`config.mk`:
```
export PLATFORM = sky130hd
export DESIGN_NAME = serial_add_ctrl
export DESIGN_NICKNAME = d
export VERILOG_FILES = /design/src/rtl/serial_add_ctrl.sv
export SDC_FILE = /design/constraint.sdc
export NUM_CORES = 1
export LEC_CHECK = 0
export BUFFER_PORTS_ARGS = -buffer_cell sky130_fd_sc_hd__buf_2
export CORE_MARGIN = 1.5
export CORE_UTILIZATION = 50
export CTS_CLUSTER_DIAMETER = 60
export DETAILED_ROUTE_END_ITERATION = 16
export PLACE_DENSITY = 0.72
export SYNTH_ARGS = -nofsm -noshare
export SYNTH_HDL_FRONTEND = slang
export SYNTH_SLANG_ARGS = --single-unit
```
`constraint.sdc`:
```
create_clock -name clk -period 1.7 [get_ports clk]
set_clock_uncertainty 0.1 [all_clocks]
set_input_delay 0.085 -clock clk [delete_from_list [all_inputs] [get_ports clk]]
set_output_delay 0.085 -clock clk [all_outputs]
set_load 0.05 [all_outputs]
```
`src/rtl/serial_add_ctrl.sv`:
```
// Bit-serial adder controller: one full-adder cell stepped LSB-first over WIDTH bits.
// Optional macro SERIAL_ADD_SUB_EN adds a 'sub' input that turns the operation into A-B.
module serial_add_ctrl #(
  parameter int WIDTH = 8
) (
  input  logic             clk,
  input  logic             reset_n,
  input  logic             start,
`ifdef SERIAL_ADD_SUB_EN
  input  logic             sub,
`endif
  input  logic [WIDTH-1:0] a,
  input  logic [WIDTH-1:0] b,
  input  logic             cin,
  output logic             ready,
  output logic             busy,
  output logic             done,
  output logic [WIDTH-1:0] sum,
  output logic             cout,
  output logic             overflow,
  output logic [1:0]       dbg_state
);

  // Handshake: a request is accepted on a rising edge where start=1 and ready=1.
  // Operands are captured on that edge; start at any other time is dropped.
  // done is high for one cycle once sum/cout/overflow hold the new result.

  localparam int CW = $clog2(WIDTH) + 1;
  localparam logic [CW-1:0] LAST = CW'(WIDTH - 1);

  localparam logic [1:0] IDLE = 2'd0;
  localparam logic [1:0] RUN  = 2'd1;
  localparam logic [1:0] DONE = 2'd2;

  logic [1:0]       state;
  logic [CW-1:0]    cnt;
  logic [WIDTH-1:0] a_sr;
  logic [WIDTH-1:0] b_sr;
  logic [WIDTH-1:0] res_sr;
  logic             carry;

  logic             fa_s;
  logic             fa_c;
  logic [WIDTH-1:0] res_next;
  logic [WIDTH-1:0] b_load;
  logic             c_load;

  always_comb begin
    fa_s = a_sr[0] ^ b_sr[0] ^ carry;
    fa_c = (a_sr[0] & b_sr[0]) | (a_sr[0] & carry) | (b_sr[0] & carry);
    res_next = res_sr >> 1;
    res_next[WIDTH-1] = fa_s;
  end

`ifdef SERIAL_ADD_SUB_EN
  // Subtraction as A + ~B + 1; cin is not used in that mode.
  always_comb begin
    b_load = sub ? ~b : b;
    c_load = sub ? 1'b1 : cin;
  end
`else
  always_comb begin
    b_load = b;
    c_load = cin;
  end
`endif

  always_ff @(posedge clk or negedge reset_n) begin
    if (!reset_n) begin
      state    <= IDLE;
      cnt      <= '0;
      a_sr     <= '0;
      b_sr     <= '0;
      res_sr   <= '0;
      carry    <= 1'b0;
      sum      <= '0;
      cout     <= 1'b0;
      overflow <= 1'b0;
    end else begin
      case (state)
        IDLE: begin
          if (start) begin
            a_sr  <= a;
            b_sr  <= b_load;
            carry <= c_load;
            cnt   <= '0;
            state <= RUN;
          end
        end
        RUN: begin
          res_sr <= res_next;
          carry  <= fa_c;
          a_sr   <= a_sr >> 1;
          b_sr   <= b_sr >> 1;
          cnt    <= cnt + CW'(1);
          if (cnt == LAST) begin
            // carry still holds the carry into the MSB on this edge
            sum      <= res_next;
            cout     <= fa_c;
            overflow <= carry ^ fa_c;
            state    <= DONE;
          end
        end
        DONE:    state <= IDLE;
        default: state <= IDLE;
      endcase
    end
  end

  assign ready     = (state == IDLE);
  assign busy      = (state == RUN);
  assign done      = (state == DONE);
  assign dbg_state = state;

endmodule

```
Word level (Yosys, flattened, before mapping)
Index checks and enable logic that the tools add are counted.
{ "classes": {"addsub": 1, "n_eq_ne": 5, "n_mux": 11, "bitwise_logic": 8, "n_reduce_logical": 5} }
{ "op_table": {"columns": ["cell", "n"], "rows": [
  ["$pmux 8 s2", 2],
  ["$mux 8", 2],
  ["$pmux 4 s2", 1],
  ["$reduce_and 2->1", 3],
  ["$add 4x1->4 const B", 1],
  ["$eq 4x3->1 const B", 1],
  ["$mux 2", 2],
  ["$mux 4", 1],
  ["$pmux 2 s2", 1],
  ["$and 1x1->1", 3],
  ["$xor 1x1->1", 3],
  ["$eq 2x1->1 const B", 1],
  ["$eq 2x2->1 const B", 1],
  ["$logic_not 2->1", 1],
  ["$ne 2x1->1 const B", 1],
  ["$ne 2x2->1 const B", 1],
  ["$or 1x1->1", 2],
  ["$pmux 1 s2", 1],
  ["$reduce_bool 2->1", 1],
  ["$mux 1", 1]
]} }
{ "totals": {"reg_bits": 41, "input_bits": 20, "out_inout_bits": 15, "word_cells": 39} }

Longest topological paths before layout
{ "logic_depth": {"depth_word": 4, "ltp_mapped": 6, "ltp_nobuf": 4} }

Least setup slack after synthesis
No wires, ideal clock.
{ "synth_path": {"kind": "reg-to-output", "from": "reg state[1], in the netlist dbg_state[1]", "to": "out ready", "t_arrival_ps": 1652, "t_required_ps": 1515, "path_slack_ps": -137, "path_stages_with_launch": 4, "n_path_buf": 2, "cell_sequence": "dfrtp_1 -> buf_2 -> buf_2 -> nor2_1"} }
{ "synth_via": {"elab_chain_cells": 1} }
{ "synth_lines": {"columns": ["element", "line_no", "source"], "rows": [
  ["from (decl)", "35", "logic [1:0] state;"],
  ["from (signal assigned)", "70", "state <= IDLE;"],
  ["from (signal assigned)", "87", "state <= RUN;"],
  ["from (signal assigned)", "101", "state <= DONE;"],
  ["$logic_not 2->1", "110", "assign ready = (state == IDLE);"],
  ["to (decl)", "15", "output logic ready,"]
]} }
No other way between the ends.

Worst setup path in the final report
{ "layout_path": {"from": "reg state[1], in the netlist dbg_state[1]", "to": "out busy"} }
{ "layout_via": {"elab_chain_cells": 1} }
{ "layout_lines": {"columns": ["element", "line_no", "source"], "rows": [
  ["$eq 2x1->1", "111", "assign busy = (state == RUN);"],
  ["to (decl)", "16", "output logic busy,"]
]} }
No other way between the ends.

==> flow_summary.yaml <==
power:
  powerDensity_nw_per_um2: 1854
  power_uw: 4492
  leakagePower_uw: 0.001191
  ir_worst_vdd_mv: 0.7880
worst_hold_path:
  whs_path_depth: 3
  hold_class: "input port to flip-flop"
clock_tree:
  htree_num_levels: 2
  clock_latency_ns: 0.29
  clockBufferDepth: 2
  cts_resized: 0
  cts.sinks: 40
  root_buffer: "clkbuf_8"
  clk_pin_slew_worst_paths_ns: 0.08
  numCtsBuffers: 5
  cts_tree: "built"
worst_setup_path:
  worstPathArrival_ns: 1.42
  critPathSlowestCell: "dfrtp_2"
  cp_cell_sequence: "nand2b_4, buf_4, inv_2, buf_2"
  crit_end: "busy"
  crit_path_start: "dbg_state[1]"
  ff2ff_path_depth: 5
  r2r-start: "cnt[1]"
  required_ns: 1.51
  r2r_slack_ns: 0.12
  worstReg2RegEnd: "sum[3]"
  slowest_delay_ns: 0.40
  end_kind: "output pin"
  cp-start-kind: "flip-flop"
  worstSetupPathType: "flip-flop to output pin"
  crit_fanout: 10
die:
  initial_core_util_pct: 51.71
  die-area_sq_um: 4164
  ios: 35
  die_y_um: 64.53
  die_width_um: 64.53
  rows: 22
  core_sq_um: 3661
synthesis:
  synthTopCellsByArea: "dfrtp_1, mux2_4, a22oi_1"
  synth-async-reset-ratio_pct: 100.0
  syn_area_sq_um: 1893
  synthCells: 173
  ys_types: 27
  yosysWarnings: 0
  yosysSeqAreaShare_pct: 52.88
  syn_nets: 195
  yosysTopAreaCell: "dfrtp_1"
  ys.flop_type: "dfrtp_1"
  synth_edf_count: 0
  syn_area_per_cell_sq_um: 10.94
  synth_top_area_share_pct: 52.88
  ys_ff_latch: 40
routing:
  via_count: 1459
  wl_per_cell_um: 13.88
  route.met3.wl_um: 146
  met2WireLength_um: 2009
  wl_um: 3858
  drt_iter0_drc: 62
  antenna_left: 0
  m1WireLength_um: 1650
  viasPerCell: 5.248
  topRoutingLayerUsed: "met4"
  first_pass_iters: 4
  drc: 0
grt:
  grt_max_degree: 25
  overflow: 0
  grt_pass1_wl_um: 6872
  antenna_found_initial: 0
  first_global_vias: 1534
  grt_usage_pct: 21.76
timing:
  min_period_ns: 1.604
  slew_violations: 0
  fmax_mhz: 623.3
  rsz0062_at_grt: "no"
  relSlewSlack_pct: 72.81
  hold_viol: 0
  setup_tns_ns: 0
  setup_viol: 0
  worst_slew_pin_slew_ns: 0.4079
  post-route-period-util_pct: 94.38
final_layout:
  fin_area_sq_um: 2422
  drive_gt1_share_pct: 29.57
  area_growth_pct: 27.96
  fillers: 306
  finalNetCount: 251
  n_antenna_cell: 0
  final_common_cell: "dfrtp_1"
  final_cell_mix: "dfrtp_1, buf_2, nand2_1"
placement:
  placed_cell_area_sq_um: 2143
  gp_congestion: 0.7416
  dpl.hpwl_um: 2602
  port_buffers: 34
flow_run:
  cap_violations: 0
run_status:
  status: "complete, no violations"
worst max-delay path, delay by kind of cell (launching register included):
| family | cells | cell delay (ns) |
|---|---|---|
| buffers and inverters | 3 | 0.57 |
| AND/OR/NAND/NOR | 1 | 0.15 |
| flip-flops | 1 | 0.40 |
report_power, final:
part	internal, uW	total [uW]	switching [uW]
logic	816	2090	1280
clock network	434	772	338
registers	1340	1630	286
flip-flops by register name, summed over array words and instances, names as in the netlist:
name	count
overflow	1
cout	1
a_sr	8
cnt	4
res_sr	7
dbg_state	2
carry	1
sum	8
b_sr	8
cells by family (layout without fill, tap and decap cells):
| family | count (synthesis) | after routing | share of synthesized area (%) |
|---|---|---|---|
| fa+ha+maj | 2 | 2 | 1.718 |
| buf+inv | 12 | 69 | 4.296 |
| simple gates | 52 | 52 | 15.14 |
| mux | 11 | 11 | 8.262 |
| compound gates | 55 | 55 | 17.25 |
| flops | 40 | 40 | 52.88 |
| xor+xnor | 1 | 1 | 0.4627 |
synth_stat cells, types with 2 or more instances:
cell type  instances
buf_6              3
clkbuf_1           3
nand2_1           26
nor2b_1            6
mux2_4             9
a22oi_1           15
o21ai_1            8
o21ai_0           10
buf_2              2
a22o_1             2
dfrtp_1           40
nand3_1            2
a21oi_1           18
buf_4              3
and2b_1           13
nor2_1             2
through the flow:
stage                     setup WS, ns  util [%]  hold WS, ns  cells
after detailed placement        0.1060     58.54     -0.05800    253
after CTS                      0.07530     65.96      0.01117    277
after global placement          0.1720     58.54     -0.07707    253
after floorplan                 0.1050         -      -0.3106    173
final                          0.09552     66.17      0.01852    278
after global routing           0.02541     66.17      0.01806    278
routing by layer:
metal / vias up / track usage [%]
met5: - / 0
met4: 0 / 6.383
met3: 6 / 6.597
met2: 29 / 39.45
met1: 710 / 24.63
li1: 714 / -
final cells by class:
| cell class | instances | area (sq um) | area share, % |
|---|---|---|---|
| repair buffers | 60 | 430.4 | 17.77 |
| multi-input cells | 121 | 813.3 | 33.57 |
| inverters | 1 | 3.754 | 0.1550 |
| flip-flops and latches | 40 | 1003 | 41.43 |
| clock inverters | 3 | 42.54 | 1.756 |
| clock buffers | 5 | 68.82 | 2.841 |
| well taps | 48 | 60.06 | 2.479 |
how the worst min path moves through the flow:
stage | from | end | slack (ns)
floorplan | reset_n | a_sr[0] | -0.31
global placement | reset_n | res_sr[4] | -0.08
detailed placement | reset_n | sum[3] | -0.06
CTS | b[0] | b_sr[0] | 0.01
global route | b[0] | b_sr[0] | 0.02
finish | b[0] | b_sr[0] | 0.02
what timing repair did:
item	4_1_cts	5_1_grt
endpoints found under the hold margin	44	0
setup buffers	0	1
endpoints found under the setup margin	0	1
hold buffers	16	0
(Power assumes the default switching activity.)
